[config.mk]
export PLATFORM = sky130hd
export DESIGN_NAME = multicycle_control
export DESIGN_NICKNAME = d
export VERILOG_FILES = /design/src/rtl/multicycle_control.sv
export SDC_FILE = /design/constraint.sdc
export NUM_CORES = 1
export LEC_CHECK = 0
export ABC_AREA = 1
export CAP_MARGIN = 10
export CORE_ASPECT_RATIO = 0.9
export CORE_MARGIN = 4
export CORE_UTILIZATION = 30
export DETAILED_ROUTE_END_ITERATION = 6
export GPL_TIMING_DRIVEN = 0
export PLACE_DENSITY = 0.76
export SYNTH_ARGS = -nofsm -noshare
export SYNTH_HDL_FRONTEND = slang
export SYNTH_SLANG_ARGS = --single-unit
export TNS_END_PERCENT = 50
[constraint.sdc]
create_clock -name clock -period 1.2 [get_ports clock]
set_input_delay 0.24 -clock clock [delete_from_list [all_inputs] [get_ports clock]]
set_output_delay 0.24 -clock clock [all_outputs]
set_load 0.05 [all_outputs]
[src/rtl/multicycle_control.sv]
// ---------------------------------------------------------------------------
// multicycle_control
//   Moore FSM that sequences a multicycle MIPS datapath (PC, unified
//   instruction/data memory, IR, register file, ALU). The FSM decodes the IR,
//   drives the per-state enables and mux selects, stalls on the memory
//   handshake, and parks in HALT when it sees an illegal opcode or funct.
//
// Ports
//   clock          in   rising-edge clock
//   resetN         in   synchronous active-low reset (forces FETCH)
//   instr[31:0]    in   IR contents; opcode = [31:26], funct = [5:0]
//   zero           in   ALU zero flag, used only for the branch decision
//   memReady       in   memory completes the pending access this cycle
//   pcEn           out  PC write enable
//   iorD           out  memory address select: 0 = PC, 1 = ALUOut
//   memReq         out  memory access request, held until memReady
//   memWrite       out  memory write strobe (qualified by memReq)
//   irWrite        out  load IR from memory read data
//   regDst         out  write-register select: 0 = rt, 1 = rd
//   memToReg       out  write-data select: 0 = ALUOut, 1 = memory data reg
//   regWriteEnable out  register file write enable
//   aluSrcA        out  0 = PC, 1 = RD1
//   aluSrcB[1:0]   out  00 = RD2, 01 = 4, 10 = SignImm, 11 = SignImm << 2
//   aluControl[2:0] out 010 add, 110 sub, 000 and, 001 or, 111 slt
//   pcSrc[1:0]     out  00 = ALUResult, 01 = ALUOut, 10 = jump target
//   state[3:0]     out  current state code (debug visibility)
//   halted         out  high while in HALT
// ---------------------------------------------------------------------------
module multicycle_control #(
  parameter logic [5:0] OP_RTYPE = 6'h00,
  parameter logic [5:0] OP_LW    = 6'h23,
  parameter logic [5:0] OP_SW    = 6'h2B,
  parameter logic [5:0] OP_BEQ   = 6'h04,
  parameter logic [5:0] OP_ADDI  = 6'h08,
  parameter logic [5:0] OP_J     = 6'h02
) (
  input  logic        clock,
  input  logic        resetN,
  input  logic [31:0] instr,
  input  logic        zero,
  input  logic        memReady,
  output logic        pcEn,
  output logic        iorD,
  output logic        memReq,
  output logic        memWrite,
  output logic        irWrite,
  output logic        regDst,
  output logic        memToReg,
  output logic        regWriteEnable,
  output logic        aluSrcA,
  output logic [1:0]  aluSrcB,
  output logic [2:0]  aluControl,
  output logic [1:0]  pcSrc,
  output logic [3:0]  state,
  output logic        halted
);

  typedef enum logic [3:0] {
    FETCH  = 4'd0,
    DECODE = 4'd1,
    MEMADR = 4'd2,
    MEMRD  = 4'd3,
    MEMWB  = 4'd4,
    MEMWR  = 4'd5,
    EXEC   = 4'd6,
    ALUWB  = 4'd7,
    BRANCH = 4'd8,
    ADDIEX = 4'd9,
    ADDIWB = 4'd10,
    JUMP   = 4'd11,
    HALT   = 4'd15
  } state_t;

  localparam logic [2:0] ALU_ADD = 3'b010;
  localparam logic [2:0] ALU_SUB = 3'b110;
  localparam logic [2:0] ALU_AND = 3'b000;
  localparam logic [2:0] ALU_OR  = 3'b001;
  localparam logic [2:0] ALU_SLT = 3'b111;

  state_t     cur;
  logic [5:0] opcode;
  logic [5:0] funct;
  logic       unused_instr_bits;

  assign opcode = instr[31:26];
  assign funct  = instr[5:0];
  // Register/immediate fields are consumed by the datapath, not by control.
  assign unused_instr_bits = ^instr[25:6];
  assign state = cur;

  // Supported R-type functions; anything else is treated as illegal.
  function automatic logic funct_legal(input logic [5:0] f);
    case (f)
      6'h20, 6'h22, 6'h24, 6'h25, 6'h2A: funct_legal = 1'b1;
      default:                           funct_legal = 1'b0;
    endcase
  endfunction

  function automatic logic [2:0] funct_alu(input logic [5:0] f);
    case (f)
      6'h22:   funct_alu = ALU_SUB;
      6'h24:   funct_alu = ALU_AND;
      6'h25:   funct_alu = ALU_OR;
      6'h2A:   funct_alu = ALU_SLT;
      default: funct_alu = ALU_ADD;
    endcase
  endfunction

  // State register; reset wins over every state, including a pending stall.
  always_ff @(posedge clock) begin
    if (!resetN) begin
      cur <= FETCH;
    end else begin
      case (cur)
        FETCH:  if (memReady) cur <= DECODE;
        DECODE: begin
          if (opcode == OP_LW || opcode == OP_SW) cur <= MEMADR;
          else if (opcode == OP_RTYPE)            cur <= EXEC;
          else if (opcode == OP_BEQ)              cur <= BRANCH;
          else if (opcode == OP_ADDI)             cur <= ADDIEX;
          else if (opcode == OP_J)                cur <= JUMP;
          else                                    cur <= HALT;
        end
        // Only LW/SW reach MEMADR, so anything that is not LW is a store.
        MEMADR: cur <= (opcode == OP_LW) ? MEMRD : MEMWR;
        MEMRD:  if (memReady) cur <= MEMWB;
        MEMWB:  cur <= FETCH;
        MEMWR:  if (memReady) cur <= FETCH;
        EXEC:   cur <= funct_legal(funct) ? ALUWB : HALT;
        ALUWB:  cur <= FETCH;
        BRANCH: cur <= FETCH;
        ADDIEX: cur <= ADDIWB;
        ADDIWB: cur <= FETCH;
        JUMP:   cur <= FETCH;
        HALT:   cur <= HALT;
        default: cur <= HALT;
      endcase
    end
  end

  // Output decode of the registered state. The FETCH write enables follow
  // memReady so IR and PC update exactly on the completing cycle, and the
  // BRANCH PC enable follows the ALU compare.
  always_comb begin
    pcEn           = 1'b0;
    iorD           = 1'b0;
    memReq         = 1'b0;
    memWrite       = 1'b0;
    irWrite        = 1'b0;
    regDst         = 1'b0;
    memToReg       = 1'b0;
    regWriteEnable = 1'b0;
    aluSrcA        = 1'b0;
    aluSrcB        = 2'b00;
    aluControl     = ALU_ADD;
    pcSrc          = 2'b00;
    halted         = 1'b0;
    case (cur)
      FETCH: begin
        memReq  = 1'b1;
        aluSrcB = 2'b01;
        irWrite = memReady;
        pcEn    = memReady;
      end
      DECODE: aluSrcB = 2'b11;
      MEMADR: begin
        aluSrcA = 1'b1;
        aluSrcB = 2'b10;
      end
      MEMRD: begin
        memReq = 1'b1;
        iorD   = 1'b1;
      end
      MEMWB: begin
        regWriteEnable = 1'b1;
        memToReg       = 1'b1;
      end
      MEMWR: begin
        memReq   = 1'b1;
        memWrite = 1'b1;
        iorD     = 1'b1;
      end
      EXEC: begin
        aluSrcA    = 1'b1;
        aluControl = funct_alu(funct);
      end
      ALUWB: begin
        regWriteEnable = 1'b1;
        regDst         = 1'b1;
      end
      BRANCH: begin
        aluSrcA    = 1'b1;
        aluControl = ALU_SUB;
        pcSrc      = 2'b01;
        pcEn       = zero;
      end
      ADDIEX: begin
        aluSrcA = 1'b1;
        aluSrcB = 2'b10;
      end
      ADDIWB: regWriteEnable = 1'b1;
      JUMP: begin
        pcSrc = 2'b10;
        pcEn  = 1'b1;
      end
      HALT:    halted = 1'b1;
      default: halted = 1'b1;
    endcase
  end

endmodule

Word level (Yosys, flattened, before mapping)

Cells that the tools add are included.

Equal/unequal tests: 24
Multiplexer cells: 28
Reduce and logical (&&, ||, !) cells: 12

Operators by type and width:

| operator                                                               | number |
|---|---|
| 6-bit equality test (second input constant)                            | 7 |
| 4-bit one-hot mux with 8 select lines                                  | 1 |
| 4-bit two-way mux                                                      | 6 |
| 4-bit by 3-bit equality test with 1-bit output (second input constant) | 4 |
| 4-bit equality test (second input constant)                            | 4 |
| 1-bit two-way mux                                                      | 12 |
| 3-bit two-way mux                                                      | 4 |
| 3-bit one-hot mux with 4 select lines                                  | 1 |
| 12-bit OR reduction                                                    | 1 |
| 5-bit OR reduction                                                     | 2 |
| 4-bit by 2-bit equality test with 1-bit output (second input constant) | 2 |
| 6-bit by 2-bit equality test with 1-bit output (second input constant) | 1 |
| 6-bit by 3-bit equality test with 1-bit output (second input constant) | 1 |
| 6-bit by 4-bit equality test with 1-bit output (second input constant) | 1 |
| 6-bit zero test                                                        | 1 |
| 2-bit inequality test (second input constant)                          | 3 |
| 2-bit one-hot mux with 3 select lines                                  | 1 |
| 3-bit one-hot mux with 2 select lines                                  | 1 |
| 3-bit OR reduction                                                     | 2 |
| 4-bit by 1-bit equality test with 1-bit output (second input constant) | 1 |
| 4-bit zero test                                                        | 1 |
| 2-bit one-hot mux with 2 select lines                                  | 1 |
| 2-bit OR reduction                                                     | 2 |
| 4-bit OR reduction                                                     | 1 |
| other kinds (3)                                                        | 3 |

Flip-flop bits (word level): 4
Bits of input ports: 36
Output and inout bits: 21
Word-level logic and storage cells: 65

Longest topological paths before layout

Word-level depth: 7
Gate-level depth with buffers: 9
Depth with buffers taken out: 8

Worst setup path after synthesis

OpenSTA, ideal clock, no wires.

Path kind: flip-flop to output port
Start point: register cur[2] (netlist: state[2])
End point: output regWriteEnable
Arrival: 2346 ps
Data required time: 960 ps
Slack: -1386 ps
Cell stages (with the launch flop): 7
Path buffers: 0
Path through: dfxtp_1 -> inv_2 -> nor2_2 -> inv_1 -> nor2_1 -> nor2_1 -> o21ai_0

Longest elaborated chain between the ends: 3
Elaborated cells on any way between the ends: 5
Classes of those cells: eq/ne (3); mux (1); reduce/logical (1)

Ends and longest elaborated chain:

| what                                                                                  | RTL line | text |
|---|---|---|
| start: declaration                                                                    | 80       | `state_t cur;` |
| start signal: assignment                                                              | 125      | `MEMADR: cur <= (opcode == OP_LW) ? MEMRD : MEMWR;` |
| start signal: assignment                                                              | 129      | `EXEC: cur <= funct_legal(funct) ? ALUWB : HALT;` |
| 4-bit equality test or 4-bit by 3-bit equality test with 1-bit output (tied branches) | 158      | `case (cur)` |
| 3-bit OR reduction (no source line) (*)                                               | n/a      |  |
| 1-bit two-way mux (*)                                                                 | 158      |  |
| end: declaration                                                                      | 49       | `output logic regWriteEnable,` |

Every way passes the cells marked *; elsewhere a longest branch is shown, timed or not.

Worst setup path in the final report

Start point: register cur[1] (netlist: state[1])
End point: output pcEn

Longest elaborated chain between the ends: 2
Elaborated cells on any way between the ends: 4
Classes of those cells: eq/ne (2); mux (1); reduce/logical (1)

Ends and longest elaborated chain:

| what                                                   | RTL line | text |
|---|---|---|
| 4-bit equality test or 4-bit zero test (tied branches) | 158      |  |
| 1-bit one-hot mux with 3 select lines (*)              | 158      |  |
| end: declaration                                       | 42       | `output logic pcEn,` |

Marked as above.

==> results.tsv <==
metric	value	unit
crit_fanout	7	
rsz0062_at_grt	true	
critPathMaxStageDelay	330	ps
cts_buffer_depth	2	
cts.sinks	4	
grt_usage	16.91	%
crit_chain	buf_6 -> nor2_4 -> inv_2 -> nor2_4 -> a211o_4 -> buf_8	
core	0.001952	mm²
maxCapViolCount	0	
cpMostUsedCell	nor2_4	
antenna_found_initial	0	
syn_avg_cell_area	5.097	µm²
insertion_delay	250	ps
drt_iter0_drc	27	
cts_buffers	3	
htree_levels	1	
fill_cells	158	
dp_hpwl	1.759	mm
gp_congestion	0.7674	
synth_top_cell_by_area	nor2_1	
grt_pass1_wl	3.953	mm
ys_top_cells_by_area	nor2_1 21%, nand2_1 16%, dfxtp_1 13%, inv_1 11%, nand3_1 8.0%	
r2r_end	state[3]$_SDFFE_PN0P_	
vias_per_cell	4.985	
ys_ff_latch	4	
tightest_slew	492.2	ps
status	complete, but fails checks	
drive_above_1_share	51.45	%
crit_path_top_delay_cell	dfxtp_4	
leakage	0.6727	nW
diodes	0	
seq_area	95.09	µm²
fp.dieW	55.99	µm
rr_worst_depth	8	
port_buffers	36	
grt_pass1_vias	932	
fp.dieArea	0.002866	mm²
place_inst	183	
worst_slack	-405.2	ps
setup_viol	23	
reg2reg_from	state[2]$_SDFFE_PN0P_	
worst_ep_arrival_time	1370	ps
die_y	51.19	µm
multiInputGateArea	690.7	µm²
grt_max_degree	8	
hold_path.class	input port to register	
start_util	31.86	%
peakVddDrop	1.864	mV
min_to	state[3]$_SDFFE_PN0P_	
setup.worst_path.class	register to output port	
drc	0	
path_clk_slew	40	ps
synth_cells	122	
wl_per_cell	12.61	µm
stdcell_count	198	
p_total	3.390	mW
finalCriticalPeriod	1605	ps
rrSetupSlack	-160	ps
ios	57	
drtAntennaViolNets	0	
maxSlewViolCount	0	
synthToLayoutAreaGrowth	126.8	%
fin_util	72.24	%
skew	7.747	ps
netlist_area	621.8	µm²
layout_common_cells	21 x nand2_1, 21 x nor2_1, 14 x nor2_4, 12 x buf_6, 11 x inv_1	
start_kind	register	
worstSetupEndpointType	output port	
overflow	0	
vias	987	
powerDensity	2404	mW/mm²
rows	15	
holdWs	667.9	ps
first_pass_iters	4	
largest_reg_flops	4	
ys_warn_count	0	
synthDistinctLibCells	22	
cts_tree	built	
syn-num-nets	158	
hold-path-cell-count	3	
maxSlewHeadroom	67.32	%
worstPathRequired	960	ps
yosysSeqAreaShare	12.88	%
fmax	0.6230	GHz
hp-start	resetN	
hold_violations	0	
synth_top_area_share	21.13	%
wl	2.497	mm
violations	negative setup slack	
fin_nets	210	
post-route-period-util	133.8	%
cts-root-buf	clkbuf_4	
routing by layer:
layer / GRT usage, % / share of wire (%) / vias up
li1: - / - / 488
met1: 19.58 / 39 / 453
met2: 31.71 / 53 / 42
met3: 4.545 / 7.4 / 4
met4: 2.372 / 0.56 / 0
met5: 0 / 0 / -
power breakdown:
part	total (mW)	switching (mW)	leakage [nW]	internal [mW]
registers	0.332	0.121	0.0356	0.211
logic	2.87	1.78	0.622	1.08
clock network	0.192	0.0669	0.0150	0.126
total	3.39	1.97	0.673	1.42
kinds of logic (layout without fill, tap and decap cells):
logic type / Yosys count / count (layout) / synth area share, %
AND/OR/NAND/NOR: 83 / 83 / 59.76
flip-flops: 4 / 4 / 12.88
AO/OA/AOI/OAI: 13 / 13 / 13.48
buffers and inverters: 22 / 73 / 13.88
timing repair:
item / in CTS / in global routing
endpoints found under the hold margin: 0 / 0
pin swaps: 15 / 5
hold buffers: 0 / 0
resized for setup: 153 / 18
setup buffers: 5 / 6
setup endpoints to repair: 25 / 24
stage by stage:
| stage | setup slack, ps | TNS [ps] | cell area, µm² |
|---|---|---|---|
| 3_3_place_gp | -1293 | -14820 | 1166 |
| 6_report | -405.2 | -5992 | 1410 |
| 5_1_grt | -467.1 | -7295 | 1410 |
| 4_1_cts | -392.1 | -5761 | 1308 |
| 3_5_place_dp | -1327 | -15180 | 1166 |
| 2_1_floorplan | -350.4 | -3699 | 774.5 |
area by class of cell:
type	count	area share, %
repair buffers	47	33.45
multi-input cells	96	48.98
plain buffers	1	0.7986
clock buffers	4	1.863
flip-flops and latches	4	6.744
inverters	21	5.945
well taps	25	2.218
Yosys cell counts:
cell,count
o21ai_1,1
o211ai_1,1
nand2_1,26
a211o_1,1
o21ai_0,3
buf_4,1
inv_2,2
a31o_2,1
dfxtp_1,4
a21oi_1,1
nor2_1,35
nand2_2,4
a21oi_2,1
o22ai_1,2
nor2_4,1
nand2_4,1
nand3_2,2
nand4_1,1
a31oi_1,2
nor2_2,3
inv_1,19
nand3_1,10
how the worst max path moves through the flow:
| stage | start | end | slack (ps) | cells past startpoint |
|---|---|---|---|---|
| finish | state[1]$_SDFFE_PN0P_ | pcEn | -410 | 6 |
| global route | state[2]$_SDFFE_PN0P_ | regWriteEnable | -470 | 7 |
| CTS | state[1]$_SDFFE_PN0P_ | pcEn | -390 | 6 |
| detailed placement | instr[5] | aluControl[2] | -1330 | 7 |
| global placement | instr[5] | aluControl[2] | -1290 | 7 |
| floorplan | state[1]$_SDFFE_PN0P_ | pcEn | -350 | 5 |
worst max-delay path: cells and delay by family (launching register included):
kind	cells	cell delay (ps)
buffers and inverters	3	360
DFF	1	330
AOI/OAI and AO/OA	1	330
and+or+nand+nor	2	100
(Power assumes the default switching activity.)
